===== src/rtl/dtr_reader.sv =====
`default_nettype none
// ============================================================================
//  Module   : dtr_reader
//  Purpose  : Controller and reader for the on-die digital temperature
//             readout (DTR) primitive. Pulses STARTPULSE, waits for the DTR
//             valid bit, captures the 6-bit temperature code and reports it
//             with a valid pulse, a timeout pulse and a threshold alarm.
//             Conversions start on request or from an internal period timer.
//  Revision : 1.0  initial release
// ----------------------------------------------------------------------------
//  Ports
//    clk           in   1  system clock
//    rst_n         in   1  asynchronous active-low reset
//    req_i         in   1  conversion request
//    thresh_i      in   6  alarm threshold code
//    dtr_out_i     in   8  DTROUT7..0 (asynchronous to clk)
//    dtr_start_o   out  1  DTR STARTPULSE
//    busy_o        out  1  high whenever not IDLE
//    temp_o        out  6  last captured temperature code
//    temp_valid_o  out  1  one-cycle pulse when temp_o updates
//    have_sample_o out  1  sticky, set on first capture
//    timeout_o     out  1  one-cycle pulse on conversion abort
//    alarm_o       out  1  have_sample_o & (temp_o >= thresh_i), registered
// ============================================================================
module dtr_reader #(
   parameter int START_WIDTH    = 16,
   parameter int SETTLE_CYCLES  = 8,
   parameter int TIMEOUT_CYCLES = 16384,
   parameter int PERIOD         = 0,
   parameter int CNT_W          = 24
) (
   input  logic       clk,
   input  logic       rst_n,
   input  logic       req_i,
   input  logic [5:0] thresh_i,
   input  logic [7:0] dtr_out_i,
   output logic       dtr_start_o,
   output logic       busy_o,
   output logic [5:0] temp_o,
   output logic       temp_valid_o,
   output logic       have_sample_o,
   output logic       timeout_o,
   output logic       alarm_o
);

   localparam logic [1:0] IDLE   = 2'd0;
   localparam logic [1:0] START  = 2'd1;
   localparam logic [1:0] SETTLE = 2'd2;
   localparam logic [1:0] WAIT   = 2'd3;

   localparam logic [CNT_W-1:0] START_LAST   = CNT_W'(START_WIDTH - 1);
   localparam logic [CNT_W-1:0] SETTLE_LAST  = CNT_W'(SETTLE_CYCLES - 1);
   localparam logic [CNT_W-1:0] TIMEOUT_LAST = CNT_W'(TIMEOUT_CYCLES - 1);

   logic [1:0]       state;
   logic [CNT_W-1:0] cnt;
   logic             pending;
   logic             period_hit;
   logic             launch;
   logic             capture;

   // Bit 6 of each synchroniser word is DTROUT7 (valid); bits 5:0 the code.
   // DTROUT6 carries no information for this reader and is not synchronised.
   logic [6:0]       sync_meta;
   logic [6:0]       sync;
   logic [6:0]       prev;
   logic             unused_dtr_bit6;

   assign unused_dtr_bit6 = dtr_out_i[6];

   always_ff @(posedge clk or negedge rst_n) begin
      if (!rst_n) begin
         sync_meta <= '0;
         sync      <= '0;
         prev      <= '0;
      end else begin
         sync_meta <= {dtr_out_i[7], dtr_out_i[5:0]};
         sync      <= sync_meta;
         prev      <= sync;
      end
   end

   // Free-running auto-trigger timer, only present when PERIOD is non-zero.
   generate
      if (PERIOD > 0) begin : g_period
         localparam logic [CNT_W-1:0] PERIOD_LAST = CNT_W'(PERIOD - 1);
         logic [CNT_W-1:0] period_cnt;

         always_ff @(posedge clk or negedge rst_n) begin
            if (!rst_n) begin
               period_cnt <= '0;
            end else if (period_cnt == PERIOD_LAST) begin
               period_cnt <= '0;
            end else begin
               period_cnt <= period_cnt + 1'b1;
            end
         end

         assign period_hit = (period_cnt == PERIOD_LAST);
      end else begin : g_no_period
         assign period_hit = 1'b0;
      end
   endgenerate

   // A trigger seen in IDLE launches directly; otherwise it is held in the
   // one-deep pending flag and launches on the first cycle back in IDLE.
   assign launch  = (state == IDLE) && (pending || req_i || period_hit);

   // Two consecutive identical valid samples guard against catching the
   // code while its bits are still changing.
   assign capture = sync[6] && prev[6] && (sync[5:0] == prev[5:0]);

   assign dtr_start_o = (state == START);
   assign busy_o      = (state != IDLE);

   always_ff @(posedge clk or negedge rst_n) begin
      if (!rst_n) begin
         state         <= IDLE;
         cnt           <= '0;
         pending       <= 1'b0;
         temp_o        <= '0;
         temp_valid_o  <= 1'b0;
         have_sample_o <= 1'b0;
         timeout_o     <= 1'b0;
         alarm_o       <= 1'b0;
      end else begin
         temp_valid_o <= 1'b0;
         timeout_o    <= 1'b0;
         alarm_o      <= have_sample_o && (temp_o >= thresh_i);
         pending      <= launch ? 1'b0 : (pending || req_i || period_hit);

         case (state)
            IDLE: begin
               if (launch) begin
                  state <= START;
                  cnt   <= '0;
               end
            end
            START: begin
               if (cnt == START_LAST) begin
                  state <= SETTLE;
                  cnt   <= '0;
               end else begin
                  cnt <= cnt + 1'b1;
               end
            end
            SETTLE: begin
               if (cnt == SETTLE_LAST) begin
                  state <= WAIT;
                  cnt   <= '0;
               end else begin
                  cnt <= cnt + 1'b1;
               end
            end
            WAIT: begin
               // Capture takes priority over a coincident timeout.
               if (capture) begin
                  temp_o        <= sync[5:0];
                  temp_valid_o  <= 1'b1;
                  have_sample_o <= 1'b1;
                  state         <= IDLE;
               end else if (cnt == TIMEOUT_LAST) begin
                  timeout_o <= 1'b1;
                  state     <= IDLE;
               end else begin
                  cnt <= cnt + 1'b1;
               end
            end
            default: begin
               state <= IDLE;
            end
         endcase
      end
   end

endmodule
`default_nettype wire

===== config.mk =====
export PLATFORM = sky130hd
export DESIGN_NAME = dtr_reader
export DESIGN_NICKNAME = d
export VERILOG_FILES = /design/src/rtl/dtr_reader.sv
export SDC_FILE = /design/constraint.sdc
export NUM_CORES = 1
export LEC_CHECK = 0
export ABC_AREA = 1
export CAP_MARGIN = 20
export CELL_PAD_IN_SITES_DETAIL_PLACEMENT = 0
export CELL_PAD_IN_SITES_GLOBAL_PLACEMENT = 2
export CORE_MARGIN = 5
export CORE_UTILIZATION = 36
export CTS_CLUSTER_SIZE = 40
export DETAILED_ROUTE_END_ITERATION = 10
export PLACE_DENSITY = 0.93
export RECOVER_POWER = 50
export SYNTH_ARGS = -nofsm -noshare
export SYNTH_HDL_FRONTEND = slang
export SYNTH_SLANG_ARGS = --single-unit

===== constraint.sdc =====
create_clock -name clk -period 3.4 [get_ports clk]
set_input_delay 1.02 -clock clk [delete_from_list [all_inputs] [get_ports clk]]
set_output_delay 1.02 -clock clk [all_outputs]
set_load 0.005 [all_outputs]

---- Word-level counts from Yosys, hierarchy flattened ----
Cells that the tools add are included.
word-level totals
  register bits ........................... 58
  bits of input ports ..................... 17
  output and inout bits ................... 12
  logic and storage cells ................. 54
cells by class
  $add $sub $neg .......................... 1
  order comparisons ....................... 1
  eq/ne operators ......................... 13
  multiplexer cells ....................... 18
  reduce and logical (&&, ||, !) cells .... 10
operators by type and width
  operator                                                            count
  24-bit 2-to-1 mux                                                   5
  24-bit case mux with 4 select lines                                 1
  24-bit by 1-bit adder with 24-bit output (second input constant)    1
  24-bit by 14-bit == test with 1-bit output (second input constant)  1
  24-bit by 3-bit == test with 1-bit output (second input constant)   1
  24-bit by 4-bit == test with 1-bit output (second input constant)   1
  2-bit 2-to-1 mux                                                    5
  2-bit != test (second input constant)                               4
  2-bit case mux with 4 select lines                                  1
  6-bit == test                                                       1
  6-bit greater-or-equal comparator                                   1
  1-bit 2-to-1 mux                                                    6
  2-bit == test (second input constant)                               2
  1-bit logical AND                                                   4
  4-bit AND reduction                                                 1
  3-bit != test (second input constant)                               1
  3-bit AND reduction                                                 1
  2-bit by 1-bit == test with 1-bit output (second input constant)    1
  2-bit logical NOT                                                   1
  2-bit by 1-bit != test with 1-bit output (second input constant)    1
  2-bit AND reduction                                                 1
  2-bit nonzero test                                                  1
  1-bit logical OR                                                    1

---- Longest topological paths before layout ----
Gate-level depths: netlist (run 1).
  word-level depth ........................ 4
  gate-level depth with buffers ........... 13
  depth with buffers taken out ............ 12

---- Worst setup path before layout (run 1) ----
Ideal clock, no wire load.
  path kind ............................... input -> register
  from .................................... in thresh_i[1]
  to ...................................... reg alarm_o
  setup time .............................. 0.113 ns
  arrival time ............................ 1.750 ns
  required time ........................... 3.287 ns
  path slack .............................. 1.537 ns
  cell stages on the path ................. 8
  buffers on the path ..................... 0
  cells stage by stage .................... inv_1 ha_1 inv_1 nor2_1 o211ai_1 o2111ai_1 nand2_1 inv_1
on the way
  longest elaborated chain between the ends .. 2
RTL lines
  item                               RTL line  source
  start, declared                    35        input logic [5:0] thresh_i,
  6-bit greater-or-equal comparator  129       alarm_o <= have_sample_o && (temp_o >= thresh_i);
  1-bit logical AND                  129
  end signal, assigned               129
  end, declared                      43        output logic alarm_o
No other way between the ends.
A chain may end at the register's enable or synchronous reset.

---- Worst setup path after layout (run 1) ----
  from .................................... reg state[0]
  to ...................................... out busy_o
on the way
  longest elaborated chain between the ends .. 1
RTL lines
  item                    RTL line  source
  start, declared         55        logic [1:0] state;
  start signal, assigned  118       state <= IDLE;
  start signal, assigned  135       state <= START;
  start signal, assigned  141       state <= SETTLE;
  2-bit nonzero test      114       assign busy_o = (state != IDLE);
  end, declared           38        output logic busy_o,
No other way between the ends.

==> reports/metrics.csv, run 1 <==
metric,value,unit
Synth warnings,0,
syn_nets,499,
Starting Density,0.368,
WL met1,3.98,mm
max cap viols,0,
Worst-Margin Slew,1.39,ns
Final Hold Vio Count,0,
crit-path leading delay family,buffers and inverters,
placed cells,621,
Die Wd,107,um
Worst-path clk slew,0.06,ns
final setup violation count,0,
CTS tree,built,
placed inst area,3800,um^2
cell mode on critical path,inv_1,
post-CTS sizing,0,
Setup Skew,0.0171,ns
sequential share of the synthesized area,0.426,
Root Buffer,clkbuf_8,
crit path kind,reg2out,
"critical path fanouts, max",4,
post-CTS setup buffers,0,
Synth Instances,470,
RSZ-0062 raised after global routing,no,
final cell count without fillers,637,
die area,11500,um^2
Placer Congestion,0.821,
grt total ovfl,0,
FF-to-FF setup slack,1.07,ns
dpl hpwl,6.12,mm
Post-Route Setup TNS,0,ns
global-route wire length before repair,14.3,mm
DR iter-0 viols,180,
DRC violations left,0,
mapped cell area,3400,um^2
DIE HEIGHT,107,um
synth top area cells,"dfrtp_1, nand2_1, nand3_1",
status,finished clean,
P_leak,0.00196,uW
fin. max-slew vios,0,
CTS Buffer Depth,2,
final instance area,3990,um^2
filler cell count in the final layout,955,
initial antenna violation count,0,
"critical path, cell by cell",inv_1 > ha_1 > inv_1 > clkdlybuf4s50_1,
largest net degree at the start of global routing,28,
GRT Resource Usage Total,0.160,
P&R area growth vs syn,17.2,%
IO buf count,27,
nets,532,
total number of vias,3049,
WL met3,523,um
Synth area leader,dfrtp_1,
Critical-path top delay cell,clkdlybuf4s50_1,
number of global-route vias before repair,2815,
Post-CTS Hold Fix Bufs,0,
Pre-antenna DRT Iters,6,
I/O Pins,29,
DR WL met2,3.84,mm
Period minus WS final,2.66,ns
max frequency,376,MHz
PnR worst setup slack,0.737,ns
routed wire length,8.49,mm
Worst Path Required,2.38,ns
HP Class,reg2reg,
Yosys reg bits,58,
wire per inst,13.3,um
max_slew headroom,0.0747,
Worst Setup End Kind,primary output,
Max stage delay on crit path,0.51,ns
power density over cell area,502,nW/um^2
Via density,4.79,
TritonCTS buffer count,9,
H-tree levels,3,
post-synthesis cell type count,29,
Tcrit/Tclk final,0.783,
core area,9240,um^2
nature of the critical path startpoint,register,
share of layout cells above drive strength 1,0.0472,
Yosys top cell area share,0.426,
antenna fix cells,0,
CTS sink cnt,58,
Site Rows,35,
pre-CTS WS,0.799,ns
buffers plus inverters on the worst setup path,3,
crit path DAT,1.64,ns
syn_area_per_cell,7.24,um^2
worst skew pair latency,0.35,ns
maximum VDD drop,0.226,mV
"antenna viol nets, final",0,
top sig layer,met4,
## where the power goes
part / internal [uW] / total, uW / switching (uW)
logic: 164 / 579 / 415
registers: 736 / 772 / 35.3
clock network: 378 / 654 / 276
total: 1280 / 2000 / 726
## final timing paths
path,startpoint,to,cells after the start
worst max-delay path,state[0],busy_o,4
worst min-delay path,sync_meta[0],sync[0],0
worst max register to register,state[0],cnt[11],7
worst min register to register,sync_meta[0],sync[0],0
max in group asynchronous,rst_n,prev[4],2
min in group asynchronous,rst_n,cnt[20],1
## cells in the final DEF (no fill, tap or decap), drive strengths merged
cell / instances
a21oi: 4
a31oi: 4
and3: 1
buf: 3
bufinv: 1
clkbuf: 17
clkdlybuf4s50: 19
clkinv: 1
dfrtp: 58
dlygate4sd3: 7
ha: 12
inv: 51
nand2: 165
nand3: 51
nand4: 8
nor2: 70
nor3: 2
o2111ai: 1
o211ai: 6
o21ai: 9
o21bai: 6
o311ai: 1
o31ai: 2
or2: 2
xnor2: 3
xor2: 4
## kinds of logic (layout without fill, tap and decap cells)
group,count (synthesis),after routing,synth area share
AOI/OAI and AO/OA,33,33,0.0625
and+or+nand+nor,299,299,0.372
buffers and inverters,61,99,0.0768
DFF,58,58,0.426
adders and majority gates,12,12,0.0441
xor gates and xnor gates,7,7,0.0180
## flip-flops by register name, indices dropped and copies added, names as in the netlist
signal         flops
pending            1
cnt               24
alarm_o            1
sync_meta          7
sync               7
temp_valid_o       1
state              2
temp_o             6
prev               7
timeout_o          1
have_sample_o      1
## routing by layer
layer | track usage | vias to the layer above
li1 | - | 1562
met1 | 0.215 | 1395
met2 | 0.249 | 77
met3 | 0.0409 | 15
met4 | 0.0539 | 0
met5 | 0 | -
## final cells by class
class / instances / area (um^2) / share of cell area
multi-input cells: 351 / 1690 / 0.424
flip-flops and latches: 58 / 1450 / 0.364
repair buffers: 32 / 294 / 0.0737
inverters: 51 / 194 / 0.0486
clock buffers: 14 / 163 / 0.0408
well taps: 129 / 161 / 0.0405
clock inverters: 2 / 35.0 / 0.00878
## cells in the mapped netlist (all sizes together)
master and instances:
clkbuf 4, and3 1, o21bai 6, dfrtp 58, a21oi 4, a31oi 4, o31ai 2, nor2 70
buf 6, nor3 2, nand3 51, xor2 4, o211ai 6, or2 2, o2111ai 1, inv 51
ha 12, o21ai 9, o311ai 1, nand2 165, nand4 8, xnor2 3
## worst register-to-register path, stage by stage, from the launching register on
cell and delay (ns):
dfrtp_1 0.42, ha_1 0.43, nand3_1 0.45, nand2_1 0.16, nor2_4 0.36, buf_4 0.29, nand3_1 0.10, nand2_1 0.08
## metrics by stage
| stage | hold WS [ns] | total power [uW] | util |
|---|---|---|---|
| after detailed placement | 0.335 | 1370 | 0.411 |
| final | 0.347 | 2000 | 0.432 |
| after global routing | 0.356 | 2150 | 0.432 |
| after floorplan | 0.331 | 1150 | - |
| after global placement | 0.333 | 1370 | 0.411 |
| after CTS | 0.349 | 2040 | 0.433 |
No activity file was read; power rests on OpenSTA's default activity.
==> run 2, diff against run 1 <==
CORE_UTILIZATION = 33   (was 36)
PLACE_DENSITY = 0.87   (was 0.93)
clock period = 2.45 ns   (was 3.4 ns; I/O delays follow)
==> run 2 against run 1 <==
Net effect:
- clock power increased by 53%
- via count decreased by 1.1%
- non-clock buffer count increased by 5
- sequential power increased by 39%
- worst hold slack got worse by 0.010 ns
- combinational power increased by 46%
- critical path depth decreased by 1
- die area increased by 8.2%
- utilization decreased by 3.2 points
- clock-buffer cell count decreased by 3
- sequential share of layout area decreased by 0.76 points
- critical endpoint is now dtr_start_o
==> reports/metrics.csv, run 2 (synthesis results as in run 1) <==
metric,value,unit
H-tree levels,3,
core area,10200,um^2
worst hold slack,0.337,ns
post-layout util,0.400,
final instance area,4080,um^2
Sequential Power Share,0.367,
I/O Pins,29,
Via density,4.65,
power consumption,2920,uW
HP Class,reg2reg,
Pre-antenna DRT Iters,4,
DRC violations left,0,
"critical path, cell by cell",buf_4 > ha_1 > clkdlybuf4s50_1,
DR iter-0 viols,107,
antenna fix cells,0,
max_slew headroom,0.121,
crit path kind,reg2out,
CTS Buffer Depth,2,
TritonCTS buffer count,9,
dpl hpwl,6.29,mm
worst skew pair latency,0.34,ns
Worst-Margin Slew,1.32,ns
filler cell count in the final layout,1083,
global-route wire length before repair,15.1,mm
number of global-route vias before repair,3053,
"critical path fanouts, max",4,
largest net degree at the start of global routing,38,
GRT Resource Usage Total,0.149,
Die Wd,112,um
max reg flops,24,
storage element area,1450,um^2
area taken by multi-input logic gates,1690,um^2
Setup Skew,0.0113,ns
Final Hold Vio Count,0,
DIE HEIGHT,112,um
IO buf count,27,
initial antenna violation count,0,
nets,537,
maximum VDD drop,0.379,mV
Post-CTS Hold Fix Bufs,0,
Tcrit/Tclk final,0.930,
crit path DAT,1.54,ns
Largest Register,cnt,
routed wire length,8.65,mm
Starting Density,0.334,
max frequency,439,MHz
power density over cell area,716,nW/um^2
total number of vias,3014,
share of layout cells above drive strength 1,0.0645,
Post-Route Setup TNS,0,ns
P_leak,0.00201,uW
Worst-path clk slew,0.07,ns
final setup violation count,0,
die area,12400,um^2
fin. max-slew vios,0,
CTS sink cnt,58,
placed inst area,3850,um^2
Placer Congestion,0.779,
nature of the critical path startpoint,register,
Max stage delay on crit path,0.46,ns
Comb pwr share,0.289,
Clk pwr share,0.344,
grt total ovfl,0,
Pint,1900,uW
Worst Path Required,1.71,ns
RSZ-0062 raised after global routing,no,
Period minus WS final,2.28,ns
"commonest non-fill, non-tap cell in the layout",nand2_1,
Site Rows,37,
wire per inst,13.3,um
Worst Setup End Kind,primary output,
Sw Pwr,1020,uW
P&R area growth vs syn,19.7,%
"antenna viol nets, final",0,
CTS tree,built,
max cap viols,0,
status,finished clean,
Root Buffer,clkbuf_8,
Sw Ratio,0.349,
"commonest cells after routing, fill and taps aside","nand2_1, nor2_1, dfrtp_1",
Critical-path top delay cell,clkdlybuf4s50_1,
## run 2: critical path: cells and delay by family, from the launching register on
family | cells | cell delay (ns)
flip-flops | 1 | 0.41
buffers and inverters | 2 | 0.61
adder cells (fa/ha/maj) | 1 | 0.20
## run 2: what timing repair did
item / in CTS / in global routing
setup buffers: 0 / 1
setup endpoints to repair: 0 / 1
resized for setup: 0 / 1
## run 2: final timing paths
path	startpoint	endpoint	slack, ns	depth (start not counted)
hold reg to reg	sync_meta[1]	sync[1]	0.34	0
max in group asynchronous	rst_n	sync_meta[0]	0.51	2
min in group asynchronous	rst_n	cnt[15]	0.68	1
setup reg to reg	cnt[0]	cnt[1]	0.24	9
setup / recovery	state[0]	dtr_start_o	0.17	3
hold / removal	sync_meta[1]	sync[1]	0.34	0
## run 2: area by class of cell
| class | instances | share of cell area |
|---|---|---|
| clock buffers | 11 | 0.0372 |
| flip-flops and latches | 58 | 0.356 |
| inverters | 51 | 0.0476 |
| well taps | 136 | 0.0418 |
| repair buffers | 37 | 0.0838 |
| multi-input cells | 351 | 0.415 |
| clock inverters | 4 | 0.0184 |
## run 2: power by group through the flow
stage	logic [uW]	clock network [uW]	registers, uW
finish	844	1000	1070
global route	972	1080	1080
CTS	860	1030	1070
detailed placement	855	0	1090
global placement	845	0	1090
floorplan	523	0	1080
## run 2: per-stage QoR
| step | std cells | setup WS (ns) |
|---|---|---|
| after floorplan | 470 | 0.854 |
| after global placement | 632 | -0.116 |
| after detailed placement | 632 | -0.151 |
| after CTS | 647 | 0.0397 |
| after global routing | 648 | 0.0351 |
| final | 648 | 0.170 |
## run 2: metal layers
layer | track usage | up-vias | routed length, um
met5 | 0 | - | 0
met2 | 0.239 | 33 | 4030
met4 | 0.0349 | 0 | 108
li1 | - | 1564 | -
met3 | 0.0353 | 9 | 243
met1 | 0.203 | 1408 | 4270
==> run 3, diff against run 2 <==
PLACE_DENSITY = default   (was 0.87)
PLACE_DENSITY_LB_ADDON = 0.1   (was default)
SKIP_LAST_GASP = 1   (was default)
clock period = 2.3 ns   (was 2.45 ns; I/O delays follow)
==> run 3 against run 2 <==
Net effect:
- register-to-register slack improved by 0.18 ns
- non-clock buffer count rose by 8
- power rose by 2.2%
- clock skew rose by 0.0029 ns
- clock-buffer cell count did not move
- final area rose by 0.28%
- sequential cell count did not move
- first-iteration DRC count rose by 22%
- via count barely moved
==> reports/metrics.csv, run 3 (synthesis results as in run 1) <==
metric,value,unit
pre-CTS WS,0.107,ns
placed inst area,3920,um^2
P_leak,0.00202,uW
final setup violation count,0,
IO buf count,27,
largest net degree at the start of global routing,34,
nets,545,
Sw Ratio,0.385,
RSZ-0062 raised after global routing,no,
maximum VDD drop,0.375,mV
total number of vias,3016,
post-layout util,0.401,
HP Class,reg2reg,
core area,10200,um^2
worst skew pair latency,0.36,ns
DRC violations left,0,
Sw Pwr,1150,uW
die area,12400,um^2
Period minus WS final,2.23,ns
Starting Density,0.334,
Worst Setup End Kind,primary output,
CTS Buffer Depth,2,
Worst-path clk slew,0.08,ns
Top Usage Layer GRT,met2,
"critical path fanouts, max",3,
DIE HEIGHT,112,um
buffers plus inverters on the worst setup path,2,
routed wire length,9.20,mm
Comb pwr share,0.335,
Die Wd,112,um
H-tree levels,3,
"commonest non-fill, non-tap cell in the layout",nand2_1,
fin. max-slew vios,0,
Post-CTS Hold Fix Bufs,0,
max frequency,448,MHz
Max stage delay on crit path,0.44,ns
Site Rows,37,
Sequential Power Share,0.380,
dpl hpwl,6.66,mm
CTS tree,built,
met2 Track Usage GR,0.237,
PnR worst setup slack,0.0663,ns
Worst R2R Path Depth,9,
"antenna viol nets, final",0,
I/O Pins,29,
Clk pwr share,0.285,
Pre-antenna DRT Iters,4,
final instance area,4090,um^2
Final Hold Vio Count,0,
global-route wire length before repair,15.3,mm
nature of the critical path startpoint,register,
status,finished clean,
max reg flops,24,
Critical-path top delay cell,clkdlybuf4s50_1,
P&R area growth vs syn,20.0,%
TritonCTS buffer count,9,
"critical path, cell by cell",buf_4 > ha_1 > clkdlybuf4s50_1,
Worst Path Required,1.61,ns
share of layout cells above drive strength 1,0.0787,
Post-Route Setup TNS,0,ns
Via density,4.59,
Worst-Margin Slew,1.04,ns
Hold Path Depth,0,
cell count along the critical path,3,
met3 Usage GRT,0.0353,
Pint,1840,uW
crit path DAT,1.54,ns
CTS sink cnt,58,
wire per inst,14.0,um
grt total ovfl,0,
antenna fix cells,0,
max_slew headroom,0.307,
crit path kind,reg2out,
Placer Congestion,0.769,
Root Buffer,clkbuf_8,
Largest Register,cnt,
power density over cell area,730,nW/um^2
initial antenna violation count,0,
DR iter-0 viols,131,
Tcrit/Tclk final,0.971,
max cap viols,0,
"commonest cells after routing, fill and taps aside","nand2_1, nor2_1, dfrtp_1",
worst hold slack,0.347,ns
number of global-route vias before repair,2937,
GRT Resource Usage Total,0.158,
grt met1 use,0.216,
crit-path leading delay family,buffers and inverters,
Setup Skew,0.0142,ns
## run 3: cell types whose count changed in the layout (fill, tap and decap cells not counted), moves of 2 or more
cell	change
buf_4	+6
clkinv_2	+3
bufinv_16	-2
clkbuf_1	+2
## run 3: power by group through the flow
| stage | registers [uW] | clock network [uW] | logic (uW) |
|---|---|---|---|
| floorplan | 1150 | 0 | 557 |
| CTS | 1130 | 886 | 1030 |
| global placement | 1160 | 0 | 987 |
| global route | 1140 | 932 | 1120 |
| detailed placement | 1160 | 0 | 988 |
| finish | 1130 | 850 | 1000 |
## run 3: final cells by class
type | count | area (um^2)
clock buffer | 11 | 141
timing repair buffer | 45 | 408
fill | 1086 | 6100
sequential | 58 | 1450
multi-input combinational | 351 | 1690
tap | 136 | 170
clock inverter | 5 | 30.0
inverter | 51 | 194
## run 3: per-layer routing
metal / part of all wire / routed length [um] / vias to the layer above
li1: - / - / 1589
met1: 0.49 / 4510 / 1359
met2: 0.44 / 4050 / 52
met3: 0.045 / 414 / 16
met4: 0.024 / 224 / 0
met5: 0 / 0 / -
## run 3: worst paths after layout
kind                              start           to  slack, ns
min in group asynchronous         rst_n       cnt[4]       0.49
max                            state[0]  dtr_start_o       0.07
max reg2reg                     cnt[20]      cnt[13]       0.42
max in group asynchronous         rst_n      prev[6]       0.44
min                        sync_meta[0]      sync[0]       0.35
min reg2reg                sync_meta[0]      sync[0]       0.35
## run 3: worst register-to-register path, stage by stage, from the launching register on
cell	delay, ns
dfrtp_1	0.43
nor2_1	0.17
nand2_1	0.08
nor2_1	0.26
nand2_1	0.18
nor3_4	0.22
nor2_4	0.08
inv_4	0.22
nand2_1	0.10
nand2_1	0.08
## run 3: timing repair
action	CTS	global route
gates cloned	0	0
gates resized for setup	0	2
pin swaps	0	0
setup endpoints to repair	1	2
setup buffers	2	0
## run 3: metrics by stage
step | cells | total power [uW]
after global routing | 657 | 3200
final | 657 | 2980
after detailed placement | 639 | 2150
after CTS | 657 | 3050
after global placement | 639 | 2150
after floorplan | 470 | 1710
